**src/rtl/pipe_fixed_point_accum.sv**
```systemverilog
// Streaming fixed-point frame accumulator: sums LEN valid samples in WII.WIF and
// emits one registered, rescaled WOI.WOF result per frame with overflow flags.
module pipe_fixed_point_accum #(
    parameter int WII   = 8,
    parameter int WIF   = 8,
    parameter int WOI   = 8,
    parameter int WOF   = 8,
    parameter int ROOF  = 1,
    parameter int ROUND = 1,
    parameter int LEN   = 4
) (
    input  logic                 clk,
    input  logic                 rst,
    input  logic                 i_clr,
    input  logic                 i_en,
    input  logic [WII+WIF-1:0]   in,
    output logic                 o_en,
    output logic [WOI+WOF-1:0]   out,
    output logic                 upflow,
    output logic                 downflow
);

    localparam int WAI   = WII + $clog2(LEN);
    localparam int WA    = WAI + WIF;
    localparam int WO    = WOI + WOF;
    localparam int CW    = (LEN > 1) ? $clog2(LEN) : 1;
    // Working width covers the widest integer and fraction parts plus a rounding carry.
    localparam int WX    = ((WAI > WOI) ? WAI : WOI) + ((WIF > WOF) ? WIF : WOF) + 2;
    localparam int SHL   = (WOF >= WIF) ? (WOF - WIF) : 0;
    localparam int SHR   = (WOF <  WIF) ? (WIF - WOF) : 0;
    localparam int SHRM1 = (SHR > 0) ? (SHR - 1) : 0;
    localparam bit RND_EN = (ROUND != 0) && (SHR > 0);

    localparam logic [CW-1:0]        LAST = CW'(LEN - 1);
    localparam logic signed [WX-1:0] RNDV = RND_EN ? (WX'(1) << SHRM1) : '0;
    localparam logic signed [WX-1:0] MAXV = {{(WX-WO+1){1'b0}}, {(WO-1){1'b1}}};
    localparam logic signed [WX-1:0] MINV = {{(WX-WO+1){1'b1}}, {(WO-1){1'b0}}};

    logic signed [WA-1:0] acc;
    logic signed [WA-1:0] in_x;
    logic signed [WA-1:0] sum;
    logic [CW-1:0]        cnt;
    logic [CW-1:0]        cnt_eff;
    logic                 last;
    logic signed [WX-1:0] scaled;
    logic [WO-1:0]        res;
    logic                 res_up;
    logic                 res_dn;

    // A clear restarts the frame, so a sample arriving with it is treated as sample 0.
    always_comb begin
        cnt_eff = i_clr ? '0 : cnt;
        in_x    = WA'($signed(in));
        sum     = (cnt_eff == '0) ? in_x : (acc + in_x);
        last    = (cnt_eff == LAST);
    end

    // NOTE: every signal assigned in always_comb gets a value on all paths to avoid latches.
    always_comb begin
        scaled = ((WX'(sum) + RNDV) >>> SHR) <<< SHL;
        res_up = (scaled > MAXV);
        res_dn = (scaled < MINV);
        res    = scaled[WO-1:0];
        if (ROOF != 0) begin
            if (res_up)
                res = MAXV[WO-1:0];
            else if (res_dn)
                res = MINV[WO-1:0];
        end
    end

    // NOTE: sequential state uses non-blocking assignments so all registers update together.
    always_ff @(posedge clk or posedge rst) begin
        if (rst) begin
            acc <= '0;
            cnt <= '0;
        end else if (i_en) begin
            acc <= sum;
            cnt <= last ? '0 : (cnt_eff + CW'(1));
        end else if (i_clr) begin
            cnt <= '0;
        end
    end

    always_ff @(posedge clk or posedge rst) begin
        if (rst) begin
            o_en     <= 1'b0;
            out      <= '0;
            upflow   <= 1'b0;
            downflow <= 1'b0;
        end else begin
            o_en <= i_en && last;
            if (i_en && last) begin
                out      <= res;
                upflow   <= res_up;
                downflow <= res_dn;
            end
        end
    end

endmodule

```
**config.mk**
```make
export PLATFORM = sky130hd
export DESIGN_NAME = pipe_fixed_point_accum
export DESIGN_NICKNAME = d
export VERILOG_FILES = /design/src/rtl/pipe_fixed_point_accum.sv
export SDC_FILE = /design/constraint.sdc
export NUM_CORES = 1
export LEC_CHECK = 0
export ABC_AREA = 1
export CORE_ASPECT_RATIO = 0.7
export CORE_MARGIN = 2
export CORE_UTILIZATION = 45
export CTS_BUF_LIST = sky130_fd_sc_hd__clkbuf_4 sky130_fd_sc_hd__clkbuf_8
export DETAILED_ROUTE_END_ITERATION = 6
export GPL_TIMING_DRIVEN = 0
export PLACE_DENSITY = 0.75
export SETUP_SLACK_MARGIN = 0.02
export SYNTH_ARGS = -nofsm -noshare
export SYNTH_HDL_FRONTEND = slang
export SYNTH_SLANG_ARGS = --single-unit
```
**constraint.sdc**
```tcl
create_clock -name clk -period 2.8 [get_ports clk]
set_clock_uncertainty 0.05 [all_clocks]
set_input_delay 0.56 -clock clk [delete_from_list [all_inputs] [get_ports clk]]
set_output_delay 0.56 -clock clk [all_outputs]
set_load 0.05 [all_outputs]
```
==> run metrics, run 1 <==
Power per Cell Area roughly 850 mW/mm^2; initial antenna violation count 0; CTS root buffer clkbuf_8; most frequent cells after synthesis nand2_1, inv_1, dfrtp_1, nand3_1, nor2_1; CP top delay family simple AND/OR/NAND/NOR gates; Reg-to-Reg Start acc[0]; actual slew at the worst max-slew pin around 0.85 ns; post-synth top area cell dfrtp_1; vias in the first global route roughly 2700; final hold vios 0; routed len/inst 13.8 um; fillcell total around 580; worst vdd ir 0.414 mV; Synth Flop Type dfrtp_1; r2r setup slk between 0.4 and 0.5 ns; die area 0.00709 mm^2; Die Height approximately 70 um; Yosys top cell area share 33.8%; final setup fails 0; Mapped Nets 459; Syn Area/Cell slightly below 7 um^2; global route hottest layer met2; origin of the worst setup path in[1]; Yosys warning total 0; CTS Buf Count 5; top-count cell post-synth nand2_1; n_diodes 0; largest net degree at the start of global routing 40; Min-Delay Path Class reg -> reg; Setup WS pre-CTS -0.390 ns; reg2reg path depth 15; synth unique cells 34; fin area between 0.003 and 0.004 mm^2; Ports 39; GP Congestion approximately 0.9; CTS tree done; DP Area 0.00336 mm^2; max-cap violation count 0; Clk Latency, worst-skew pair 0.29 ns; fin cells 542; clk sinks 39; Hold Path Sink downflow; Slew headroom 43.2%; FF+latch count, synth 39; final worst setup slack around 0.2 ns; synthesized area roughly 0.0029 mm^2; Post-layout nets between 500 and 600; CTS Buffer Depth 2; Starting Density a little under half; CP Buf/Inv Count 2; final worst path period need 2.60 ns; share of cells above drive strength 1 9.70%; part of the Yosys area used for sequential elements between 30 and 40%; critical path type in -> reg; WL final between 7000 and 8000 um; H-tree depth 2; Worst path max stage delay approximately 0.49 ns; Post-Syn Instances 419; CP max-delay cell clkdlybuf4s50_1; Cell Rows 24; vias per cell ~5.3; met2 GRT Util 33.7%; # DRC 0; Total GRT Usage between 20% and 30%; f_max 0.384 GHz; FF-to-FF End out[13]; CTS Hold Bufs 0; GRT overflow 0; M3 GR Usage 4.94%; Hold Path Cell Cnt 2; first-pass GRT wire length approximately 13000 um; number of flops mapped to enable cells by yosys 0; Synth async-reset ratio 100%; Post-DP HPWL 5650 um; Post-DRT Antenna Nets 0; Setup crit end kind flop; Max FO, Critical Path 10; outcome completed; CP arrival 2.72 ns; Hold Startpoint downflow; fin. max-slew vios 0; CP Data Required Time 2.92 ns; RSZ-0062 raised after global routing false; dpl cells 534; P_leak approximately 1.9 nW; Worst-path clk slew ~0.07 ns; critical path startpoint category input pin; Cell Chain, Critical Path clkdlybuf4s50_1, fa_2, nand2_1, nand2_1, nand3_1, nand2_2, nand2_1, nand3_1, nand3_2, nand2_1, nand2_2, nand2_4, buf_8, nand3_1, nand3_1; Core Region a little over 0.006 mm^2; total number of vias roughly 2900; Min Hold Slack roughly 0.44 ns; die width around 100 um; ranking of synthesized cells by area dfrtp_1, nand2_1, ha_1; DRT Pass-1 Iters 5; M1 GR Usage 32.9%; DR iter-0 viols roughly 140; Layout area overhead 22.6%; PortBufs 37; final worst-path cycle share 92.9%
==> cell usage in the layout, fill, tap and decap left out, types with 2 or more instances in the layout <==
cell             instances
nand2_1                151
inv_1                   50
dfrtp_1                 39
clkdlybuf4s50_1         36
nand3_1                 34
nor2_1                  29
o21ai_0                 22
ha_1                    17
a21oi_1                 12
nand3_2                 11
clkbuf_1                 6
nand2_2                  5
clkbuf_8                 5
nand4_1                  4
a31oi_1                  4
o22ai_1                  3
or2_2                    3
clkbuf_2                 2
a21o_1                   2
o21bai_1                 2
nand2_4                  2
bufinv_16                2
==> stage by stage <==
step,total power [W],utilization [%],setup TNS [ns]
after floorplan,0.00196,-,0
after global placement,0.00238,54.0,-7.04
after detailed placement,0.00241,54.0,-8.38
after CTS,0.00300,56.3,0
after global routing,0.00322,57.0,0
final,0.00302,57.0,0
==> sequential cells by signal, summed over array words and instances, names as in the netlist <==
signal and flops:
cnt 2, o_en 1, downflow 1, acc 18
upflow 1, out 16
==> power by group <==
part / total [W] / internal (W) / switching (W) / leakage [nW]
combinational: 0.00163 / 0.000571 / 0.00105 / 1.36
sequential: 0.000823 / 0.000731 / 0.0000924 / 0.491
clock: 0.000574 / 0.000366 / 0.000208 / 0.0688
==> worst register-to-register path: stages, from the launching register on <==
cell and delay [ns]:
dfrtp_1 0.42, ha_4 0.19, fa_2 0.34, nand2_1 0.10, nand2_1 0.08, nand3_1 0.14, nand2_2 0.11, nand2_1 0.10
nand3_1 0.10, nand3_2 0.11, nand2_1 0.07, nand2_2 0.09, nand2_4 0.07, buf_8 0.14, nand3_1 0.06, nand3_1 0.08
==> area by class of cell <==
type                       count  area (um^2)  share of cell area [%]
timing repair buffer          38          393                    11.1
multi-input combinational    316         1680                    47.4
clock buffer                   6         76.3                    2.15
clock inverter                 2         60.1                    1.69
buffer                        11         63.8                    1.80
inverter                      52          198                    5.58
tap                           78         97.6                    2.75
sequential                    39          976                    27.5
==> routing by layer <==
| layer | vias up | part of all wire [%] |
|---|---|---|
| met3 | 12 | 6.4 |
| li1 | 1435 | - |
| met1 | 1306 | 50 |
| met5 | - | 0 |
| met4 | 0 | 1.8 |
| met2 | 100 | 42 |
==> worst max-delay path by stage <==
stage / to / slack, ns / cells past startpoint
2_1_floorplan: out[6] / 0.45 / 15
3_3_place_gp: out[9] / -0.35 / 11
3_5_place_dp: out[9] / -0.39 / 11
4_1_cts: out[6] / 0.02 / 10
5_1_grt: out[13] / 0.03 / 16
6_report: out[13] / 0.20 / 15
==> timing repair <==
item	4_1_cts	5_1_grt
setup buffers	0	1
pin swaps	0	2
gates resized for setup	3	9
setup endpoints to repair	19	23
==> logic make-up after synthesis <==
family                     after synthesis  share of synthesized area (%)
adders and majority gates               20                           8.92
AOI/OAI and AO/OA                       48                           9.31
DFF                                     39                           33.8
xor gates and xnor gates                 2                          0.606
buffers and inverters                   64                           8.96
and+or+nand+nor                        246                           38.4
Power figures use the tool's default switching activity.
==> run 2: changes to the inputs <==
--- a/config.mk
+++ b/config.mk
@@ -14,6 +14,7 @@
 export GPL_TIMING_DRIVEN = 0
 export PLACE_DENSITY = 0.75
 export SETUP_SLACK_MARGIN = 0.02
+export SLEW_MARGIN = 20
 export SYNTH_ARGS = -nofsm -noshare
 export SYNTH_HDL_FRONTEND = slang
 export SYNTH_SLANG_ARGS = --single-unit
==> run metrics, run 2 (same netlist as run 1, synthesis figures left out) <==
register with the highest flop count acc; final worst-path cycle share 93.9% (+0.93 points); final core occ 57.4% (+0.36 points); PortBufs 37 (unchanged); Worst-path clk slew 0.08 ns (about the same); final setup fails 0 (unchanged); P_leak 1.93 nW (+0.40%); first-pass GRT wire length 12900 um (+2.4%); M3 GR Usage 3.95% (-0.99 points); initial antenna violation count 0 (unchanged); Top Registers acc (18), out (16), cnt (2); # DRC 0 (unchanged); final hold vios 0 (unchanged); Min-Delay Path Class reg -> reg; total number of vias 2839 (-0.49%); WL final 7660 um (+2.6%); fin. max-slew vios 0 (unchanged); critical path startpoint category input pin; CP Data Required Time 2.95 ns (+0.03 ns); CTS Hold Bufs 0 (unchanged); Largest register FFs 18 (unchanged); Total GRT Usage 23.1% (+0.57 points); routed len/inst 14.1 um (+2.4%); CTS Buf Count 5 (unchanged); Layout area overhead 23.4%; outcome completed; Slew headroom 55.7% (+12 points); Reg-to-Reg Start acc[0]; CTS tree done; Post-DP HPWL 5840 um (+3.3%); GP Congestion 0.905 (unchanged); vias in the first global route 2714 (+0.15%); clk sinks 39 (unchanged); vias per cell 5.23 (-0.67%); max-cap violation count 0 (unchanged); Die Height 71.1 um (unchanged); Ports 39 (unchanged); f_max 0.380 GHz (-0.99%); CTS Buffer Depth 2 (unchanged); Tot Pwr 0.00305 W (+0.84%); NetSw 0.00138 W (+1.6%); sw frac 45.2% (+0.34 points); H-tree depth 2 (unchanged); origin of the worst setup path in[15]; CTS root buffer clkbuf_8; Sequential Power Share 27.0% (-0.2 points); DR iter-0 viols 196 (+38%); Power per Cell Area 854 mW/mm^2 (+0.20%); n_diodes 0 (unchanged); Starting Density 46.5% (unchanged); Pint 0.00167 W (+0.21%); final worst path period need 2.63 ns (+0.0260 ns); critical path type in -> reg; RSZ-0062 raised after global routing false; M1 GR Usage 34.3% (+1.4 points); DRT Pass-1 Iters 5 (unchanged); met2 GRT Util 33.9% (+0.15 points); Hold Startpoint downflow; Post-DRT Antenna Nets 0 (unchanged); global route hottest layer met1; actual slew at the worst max-slew pin 0.665 ns (-0.186 ns); worst vdd ir 0.405 mV (-2.3%); share of cells above drive strength 1 10.1% (+0.41 points); largest net degree at the start of global routing 29 (-28%); most common cell after layout, fill and taps aside nand2_1; Clk network pwr share 19.3% (+0.3 points); Setup crit end kind flop; CP arrival 2.77 ns (+0.05 ns); most frequent cells in the layout nand2_1, inv_1, dfrtp_1; Post-layout nets 504 (+0.20%); Gate power share 53.7% (about the same); Core Region 0.00622 mm^2 (unchanged); Cell Rows 24 (unchanged); Clk Latency, worst-skew pair 0.31 ns (+0.02 ns); die area 0.00709 mm^2 (unchanged); die width 99.8 um (unchanged); Max FO, Critical Path 10 (unchanged); GRT overflow 0 (unchanged)
## run 2: cell types whose count changed in the layout (fill, tap and decap cells not counted)
cell / change
ha_2: +1
ha_1: -1
buf_12: +1
## run 2: layer usage
| layer | vias to the layer above | part of all wire, % |
|---|---|---|
| li1 | 1425 | - |
| met3 | 17 | 6.3 |
| met2 | 99 | 42 |
| met5 | - | 0 |
| met1 | 1298 | 49 |
| met4 | 0 | 2.5 |
## run 2: power by group through the flow
stage	Sequential [W]	Combinational, W	Clock, W
6_report	0.000824	0.00164	0.000589
5_1_grt	0.000849	0.00178	0.000615
4_1_cts	0.000823	0.00160	0.000591
3_5_place_dp	0.000833	0.00158	0
3_3_place_gp	0.000831	0.00155	0
2_1_floorplan	0.00122	0.000734	0
## run 2: final cells by class
type,instances,area (um^2)
Fill cell,588,2650
Multi-Input combinational cell,316,1680
Sequential cell,39,976
Timing Repair Buffer,39,413
Inverter,52,198
Tap cell,78,97.6
Clock buffer,6,76.3
Buffer,11,63.8
Clock inverter,2,60.1
## run 2: path summary, 6_finish.rpt
| path | end | slack [ns] | depth (start not counted) |
|---|---|---|---|
| min in group asynchronous | acc[10] | 0.46 | 2 |
| worst min register to register | downflow | 0.43 | 2 |
| worst min-delay path | downflow | 0.43 | 2 |
| worst max-delay path | out[2] | 0.17 | 14 |
| max in group asynchronous | acc[13] | 1.79 | 3 |
| worst max register to register | out[13] | 0.46 | 15 |
## run 2: what timing repair did
item	4_1_cts	5_1_grt
gates resized for setup	2	11
pin swaps	0	2
endpoints found under the setup margin	15	27
hold endpoints to repair	0	0
setup buffers	0	1
## run 2: through the flow
stage	setup WS (ns)	instances	instance area [um^2]	hold WS (ns)	setup TNS [ns]
after floorplan	0.450	419	2890	0.403	0
after global placement	-0.354	534	3360	0.414	-7.04
after detailed placement	-0.374	535	3380	0.416	-8.32
after CTS	0.0285	542	3520	0.435	0
after global routing	0.0286	543	3570	0.465	0
final	0.172	543	3570	0.433	0
## run 2: worst max-delay path, stage by stage
cell and delay, ns:
clkdlybuf4s50_1 0.53, ha_1 0.42, nand2_1 0.11, nor2_1 0.17
nand2_1 0.10, nor2_1 0.09, nand2_1 0.08, nand4_1 0.12
nand3_2 0.11, nand2_4 0.10, inv_4 0.05, nand3_4 0.08
buf_6 0.17, nand3_2 0.08
